$ cat src/rtl/target_sequencer_pkg.sv
// Shared widths, FSM encoding and small helpers for the target sequencer.
package target_sequencer_pkg;

  localparam int TGT_N = 3;
  localparam int X_W   = 8;
  localparam int Y_W   = 7;
  localparam int C_W   = 24;
  localparam int S_W   = 6;
  localparam int TOT_W = 8;
  localparam int RND_W = 5;
  localparam int SEL_W = 2;
  localparam int TMR_W = 32;

  typedef enum logic [2:0] {
    ST_IDLE   = 3'd0,
    ST_SELECT = 3'd1,
    ST_DRAW   = 3'd2,
    ST_HOLD   = 3'd3,
    ST_ERASE  = 3'd4,
    ST_GAP    = 3'd5,
    ST_OVER   = 3'd6
  } state_e;

  function automatic logic [TGT_N-1:0] tgt_onehot(input logic [SEL_W-1:0] sel);
    logic [TGT_N-1:0] oh;
    for (int i = 0; i < TGT_N; i++) begin
      oh[i] = (sel == SEL_W'(i));
    end
    return oh;
  endfunction

  function automatic logic [SEL_W-1:0] tgt_next(input logic [SEL_W-1:0] sel);
    return (sel == SEL_W'(TGT_N - 1)) ? '0 : sel + SEL_W'(1);
  endfunction

endpackage

$ cat src/rtl/hold_timer.sv
// Loadable down-counter with a zero flag; stops at zero. zero_next_o looks one
// cycle ahead so callers can register outputs aligned with the zero cycle.
module hold_timer
  import target_sequencer_pkg::*;
#(
  parameter int W = TMR_W
) (
  input  logic         clk_i,
  input  logic         rst_i,
  input  logic         load_i,
  input  logic [W-1:0] load_val_i,
  input  logic         dec_i,
  output logic         zero_o,
  output logic         zero_next_o
);

  logic [W-1:0] count_q, count_d;

  always_comb begin
    count_d = count_q;
    if (load_i) begin
      count_d = load_val_i;
    end else if (dec_i && (count_q != '0)) begin
      count_d = count_q - W'(1);
    end
  end

  always_ff @(posedge clk_i) begin
    if (rst_i) begin
      count_q <= '0;
    end else begin
      count_q <= count_d;
    end
  end

  assign zero_o      = (count_q == '0);
  assign zero_next_o = (count_d == '0);

endmodule

$ cat src/rtl/target_sequencer.sv
// Game controller: hands the screen to one target at a time, muxes its pixel
// stream onto the VGA port, sums scores and ends the game on score/round limits.
module target_sequencer
  import target_sequencer_pkg::*;
#(
  parameter int HOLD_CYCLES    = 50_000_000,
  parameter int TIMEOUT_CYCLES = 4096,
  parameter int ROUNDS         = 30,
  parameter int WIN_SCORE      = 20
) (
  input  logic                   CLOCK_50,
  input  logic                   reset,
  input  logic                   go,
  input  logic [TGT_N-1:0]       done_t,
  input  logic [TGT_N-1:0]       writeEn_t,
  input  logic [TGT_N*X_W-1:0]   x_t,
  input  logic [TGT_N*Y_W-1:0]   y_t,
  input  logic [TGT_N*C_W-1:0]   colour_t,
  input  logic [TGT_N*S_W-1:0]   score_t,
  output logic [TGT_N-1:0]       active,
  output logic [TGT_N-1:0]       start,
  output logic [X_W-1:0]         vga_x,
  output logic [Y_W-1:0]         vga_y,
  output logic [C_W-1:0]         vga_colour,
  output logic                   vga_plot,
  output logic [TOT_W-1:0]       total_score,
  output logic [RND_W-1:0]       round,
  output logic                   game_over
);

  localparam logic [TMR_W-1:0] HOLD_LOAD = TMR_W'(HOLD_CYCLES - 1);
  localparam logic [TMR_W-1:0] TO_LOAD   = TMR_W'(TIMEOUT_CYCLES - 1);
  localparam logic [RND_W:0]   ROUND_LIM = (RND_W+1)'(ROUNDS);
  localparam logic [TOT_W-1:0] WIN_LIM   = TOT_W'(WIN_SCORE);

  state_e            state_q, state_d;
  logic [SEL_W-1:0]  sel_q, sel_d;
  logic [SEL_W-1:0]  nxt_q, nxt_d;
  logic              seen_q, seen_d;
  logic [RND_W-1:0]  round_q, round_d;
  logic [TGT_N-1:0]  active_q, start_q;
  logic              game_over_q;
  logic [X_W-1:0]    vga_x_q;
  logic [Y_W-1:0]    vga_y_q;
  logic [C_W-1:0]    vga_colour_q;
  logic              vga_plot_q;
  logic [TOT_W-1:0]  total_q;

  logic              tmr_load, tmr_dec, tmr_zero, tmr_zero_next;
  logic [TMR_W-1:0]  tmr_val;
  logic [RND_W:0]    round_inc;
  logic              we_sel;
  logic [TOT_W-1:0]  score_sum;

  hold_timer #(.W(TMR_W)) u_timer (
    .clk_i       (CLOCK_50),
    .rst_i       (reset),
    .load_i      (tmr_load),
    .load_val_i  (tmr_val),
    .dec_i       (tmr_dec),
    .zero_o      (tmr_zero),
    .zero_next_o (tmr_zero_next)
  );

  assign round_inc = {1'b0, round_q} + (RND_W+1)'(1);
  assign we_sel    = writeEn_t[sel_q];
  assign score_sum = TOT_W'(score_t[S_W-1:0]) + TOT_W'(score_t[2*S_W-1:S_W])
                   + TOT_W'(score_t[3*S_W-1:2*S_W]);

  always_comb begin
    state_d  = state_q;
    sel_d    = sel_q;
    nxt_d    = nxt_q;
    seen_d   = seen_q;
    round_d  = round_q;
    tmr_load = 1'b0;
    tmr_val  = '0;
    tmr_dec  = 1'b0;
    case (state_q)
      ST_IDLE: if (go) state_d = ST_SELECT;
      ST_SELECT: begin
        sel_d    = nxt_q;
        nxt_d    = tgt_next(nxt_q);
        tmr_load = 1'b1;
        tmr_val  = TO_LOAD;
        state_d  = ST_DRAW;
      end
      ST_DRAW: begin
        // done has priority over a timeout landing in the same cycle
        if (done_t[sel_q]) begin
          tmr_load = 1'b1;
          tmr_val  = HOLD_LOAD;
          state_d  = ST_HOLD;
        end else if (tmr_zero) begin
          state_d = ST_GAP;
        end else begin
          tmr_dec = 1'b1;
        end
      end
      ST_HOLD: begin
        if (tmr_zero) begin
          tmr_load = 1'b1;
          tmr_val  = TO_LOAD;
          seen_d   = 1'b0;
          state_d  = ST_ERASE;
        end else begin
          tmr_dec = 1'b1;
        end
      end
      ST_ERASE: begin
        tmr_dec = 1'b1;
        if (we_sel) seen_d = 1'b1;
        if ((seen_q && !we_sel) || tmr_zero) state_d = ST_GAP;
      end
      ST_GAP: begin
        round_d = (round_q == '1) ? round_q : round_q + RND_W'(1);
        if ((round_inc == ROUND_LIM) || (total_q >= WIN_LIM)) state_d = ST_OVER;
        else                                                    state_d = ST_SELECT;
      end
      ST_OVER: state_d = ST_OVER;
      default: state_d = ST_IDLE;
    endcase
  end

  // Outputs are registered from the next state so they line up with state_q.
  always_ff @(posedge CLOCK_50) begin
    if (reset) begin
      state_q      <= ST_IDLE;
      sel_q        <= '0;
      nxt_q        <= '0;
      seen_q       <= 1'b0;
      round_q      <= '0;
      active_q     <= '0;
      start_q      <= '0;
      game_over_q  <= 1'b0;
      vga_x_q      <= '0;
      vga_y_q      <= '0;
      vga_colour_q <= '0;
      vga_plot_q   <= 1'b0;
      total_q      <= '0;
    end else begin
      state_q     <= state_d;
      sel_q       <= sel_d;
      nxt_q       <= nxt_d;
      seen_q      <= seen_d;
      round_q     <= round_d;
      active_q    <= (state_d == ST_DRAW || state_d == ST_HOLD) ? tgt_onehot(sel_d) : '0;
      start_q     <= (state_d == ST_HOLD && tmr_zero_next) ? tgt_onehot(sel_d) : '0;
      game_over_q <= (state_d == ST_OVER);
      if (state_d == ST_IDLE) begin
        vga_x_q      <= '0;
        vga_y_q      <= '0;
        vga_colour_q <= '0;
        vga_plot_q   <= 1'b0;
        total_q      <= '0;
      end else begin
        vga_x_q      <= x_t[sel_q*X_W +: X_W];
        vga_y_q      <= y_t[sel_q*Y_W +: Y_W];
        vga_colour_q <= colour_t[sel_q*C_W +: C_W];
        vga_plot_q   <= we_sel;
        total_q      <= score_sum;
      end
    end
  end

  assign active      = active_q;
  assign start       = start_q;
  assign vga_x       = vga_x_q;
  assign vga_y       = vga_y_q;
  assign vga_colour  = vga_colour_q;
  assign vga_plot    = vga_plot_q;
  assign total_score = total_q;
  assign round       = round_q;
  assign game_over   = game_over_q;

endmodule

$ cat config.mk
export PLATFORM = sky130hd
export DESIGN_NAME = target_sequencer
export DESIGN_NICKNAME = d
export VERILOG_FILES = /design/src/rtl/target_sequencer_pkg.sv /design/src/rtl/hold_timer.sv /design/src/rtl/target_sequencer.sv
export SDC_FILE = /design/constraint.sdc
export NUM_CORES = 1
export LEC_CHECK = 0
export ABC_CLOCK_PERIOD_IN_PS = 5500
export BUFFER_PORTS_ARGS = -buffer_cell sky130_fd_sc_hd__buf_2
export CAP_MARGIN = 20
export CORE_UTILIZATION = 41
export DETAILED_ROUTE_END_ITERATION = 8
export GPL_TIMING_DRIVEN = 0
export PLACE_DENSITY_LB_ADDON = 0.12
export SETUP_SLACK_MARGIN = 0.5
export SYNTH_ARGS = -nofsm -noshare
export SYNTH_HDL_FRONTEND = slang
export SYNTH_HIERARCHICAL = 1
export SYNTH_SLANG_ARGS = --single-unit
$ cat constraint.sdc
create_clock -name CLOCK_50 -period 5.5 [get_ports CLOCK_50]
set_input_delay 0.825 -clock CLOCK_50 [delete_from_list [all_inputs] [get_ports CLOCK_50]]
set_output_delay 0.825 -clock CLOCK_50 [all_outputs]
set_load 0.05 [all_outputs]
==> flow_summary.json <==
{
  "fin_skew_ns": 0.0101,
  "place_congestion": 0.882,
  "place.port_buffers": 203,
  "routedWlPerCell_um": 15.9,
  "nFillCells": 1338,
  "num_rows": 42,
  "ant_nets": 0,
  "synth.ff_latch_count": 100,
  "grt_pass1_vias": 5377,
  "dp.cells": 1074,
  "die_area_mm2": 0.0139,
  "total_power_mw": 2.82,
  "cts_root_buf": "clkbuf_16",
  "synth_top_area_share_pct": 36.3,
  "slew_headroom_pct": 40.7,
  "drt-total-wl_um": 17400,
  "cts_max_level": 3,
  "powerDensity_mw_per_mm2": 388,
  "worst-path-max-fanout": 12,
  "nNetsFinal": 1074,
  "vias_per_cell": 5.17,
  "rsz0062_at_grt": "false",
  "required_ns": 5.76,
  "vdd_ir_drop_max_v": 0.000193,
  "max_freq_mhz": 207,
  "status": "finished, final reports clean",
  "dpl_cell_area_mm2": 0.00681,
  "area_growth_pct": 31.8,
  "die_x_um": 118,
  "place.detailed.hpwl_um": 13500,
  "max-cap-violations": 0,
  "cp-end-kind": "flop",
  "cts_buffers": 9,
  "period_needed_ns": 4.84,
  "synth_largest_area_cell": "dfxtp_1",
  "grt_pass1_wl_um": 27400,
  "hold_path_class": "reg -> reg",
  "clk_pin_slew_worst_paths_ns": 0.07,
  "clock_latency_ns": 0.36,
  "clockBufferDepth": 2,
  "grt_max_degree": 20,
  "grt-ovfl-total": 0,
  "num_antenna_cells": 0,
  "drive_gt1_share_pct": 30.1,
  "avgSynthCellArea_um2": 8.10,
  "worst-setup-path-type": "reg -> reg",
  "die_h_um": 118,
  "synth_warnings": 6,
  "drt_iter0_markers": 345,
  "syn_inst": 681,
  "ys_seq_area_share_pct": 36.3,
  "cts_sinks": 100,
  "netlist_area_mm2": 0.00552,
  "cts_tree": "built",
  "fin_crit_sh_pct": 88.0,
  "grt_use_total_pct": 25.3,
  "start_kind": "flop",
  "stdcell_count": 1094,
  "slew_viol_final": 0,
  "firstDrtPassIters": 4,
  "initial_utilization_pct": 41.8,
  "setup_violations": 0,
  "leakagePower_nw": 3.22,
  "synth.distinct_cells": 68,
  "drc": 0,
  "hold_violations": 0,
  "r2r_slack_ns": 0.66,
  "synth-edff-count": 0,
  "max_slew.worst_pin.slew_ns": 0.883,
  "core_mm2": 0.0132,
  "ys.flop_type": "dfxtp_1",
  "yosys-top-cells-area": "dfxtp_1 (36%), nor2_1 (9.9%), mux2i_1 (8.7%)",
  "ioPinCount": 204,
  "async_flop_share_pct": 0,
  "antenna_found_initial": 0,
  "crit_arrival_ns": 5.10,
  "vias": 5651,
  "fin_area_mm2": 0.00727
}
==> cell usage after synthesis (all sizes together) (7+ instances only) <==
library cell and number:
nor4 14, nand2 30, xor2 16, buf 17, ha 10, nor2 145
or4 7, clkbuf 23, o21ai 17, a21oi 63, dfxtp 100, and2 9
nand3 13, inv 20, mux2i 48, fa 7, nor3 27, a211oi 10
==> cell usage in the layout, fill, tap and decap left out, types with 5 or more instances in the layout <==
cell type,n
xnor2_1,5
fa_1,7
a31oi_1,5
buf_2,210
a21oi_1,63
dfxtp_1,93
buf_4,5
nand3_1,13
and2_1,7
o21ai_0,15
nor2_1,145
nand2_1,30
ha_1,9
nor4_1,11
and3_1,5
buf_1,5
conb_1,15
dfxtp_2,7
clkbuf_16,9
a211oi_1,10
mux2i_1,48
xor2_1,16
nor2b_1,6
nand4_1,6
clkbuf_1,22
inv_1,20
nor3_1,24
==> critical path, stage by stage (launching register included) <==
cell and delay, ns:
dfxtp_2 0.35, inv_1 0.07, ha_2 0.22, nand2b_4 0.09, nor4b_4 0.06, buf_6 0.15
and4_1 0.15, buf_6 0.14, nand2b_4 0.16, o31ai_4 0.27, or3b_4 0.42, or4_4 0.54
a311oi_4 0.42, buf_4 0.20, nand3_1 0.09, xnor2_1 0.14, mux2_2 0.31, a2111oi_2 0.33
and4_1 0.26, o31ai_2 0.12, nor4_1 0.26
==> final timing paths <==
path | startpoint | to | cells after the start
setup / recovery | u_timer/count_q[0] | start[2] | 20
hold / removal | nxt_q[0] | nxt_q[0] | 2
setup reg to reg | u_timer/count_q[0] | start[2] | 20
hold reg to reg | nxt_q[0] | nxt_q[0] | 2
==> registers in the layout (all words and copies together) (netlist names) <==
signal and cells:
active 3, game_over 1, nxt_q 2, vga_colour 24, start 3, vga_plot 1, vga_x 8, vga_y 7
total_score 8, u_timer/count_q 32, seen_q 1, state_q 3, round 5, sel_q 2
==> layout make-up <==
cell class	instances	area [um2]	area share [%]
Multi-Input combinational cell	535	3440	47.2
Sequential cell	100	2010	27.6
Timing Repair Buffer	207	1050	14.4
Clock buffer	9	225	3.10
Tap cell	176	220	3.03
Buffer	40	190	2.62
Inverter	20	75.1	1.03
Clock inverter	7	68.8	0.946
==> metrics by stage <==
| stage | worst slack, ns | util (%) | setup TNS [ns] | hold WS (ns) |
|---|---|---|---|---|
| after floorplan | 0.943 | - | 0 | 0.484 |
| final | 0.659 | 55.1 | 0 | 0.525 |
| after global routing | 0.461 | 55.1 | 0 | 0.568 |
| after detailed placement | -0.149 | 51.6 | -0.438 | 0.512 |
| after global placement | -0.203 | 51.6 | -0.574 | 0.506 |
| after CTS | 0.547 | 54.6 | 0 | 0.528 |
==> power by group <==
part	total [mW]	leakage, nW	internal, mW	switching (mW)
clock	0.625	0.137	0.318	0.307
sequential	0.914	0.824	0.831	0.0824
combinational	1.28	2.26	0.459	0.825
==> repair_timing <==
item | in CTS | in global routing
buffers inserted | 3 | 1
gates resized for setup | 18 | 20
setup endpoints to repair | 3 | 3
pin swaps | 4 | 8
hold buffers | 0 | 0
==> routing by layer <==
layer | up-vias | global-route usage, % | routed length [um]
met5 | - | 0 | 0
met4 | 0 | 7.93 | 295
met3 | 22 | 7.85 | 1100
met2 | 171 | 43.8 | 8590
met1 | 2596 | 29.5 | 7380
li1 | 2862 | - | -
==> kinds of logic (layout without fill, tap and decap cells) <==
group | after synthesis | count (layout) | synth area share, %
AO/OA/AOI/OAI | 136 | 136 | 15.7
XOR/XNOR | 21 | 21 | 3.33
adder cells (fa/ha/maj) | 17 | 17 | 4.81
buffers and inverters | 60 | 283 | 4.45
flip-flops | 100 | 100 | 36.3
multiplexers | 52 | 52 | 9.53
other | 1 | 15 | 0.0680
AND/OR/NAND/NOR | 294 | 294 | 25.8
(Power assumes the default switching activity.)
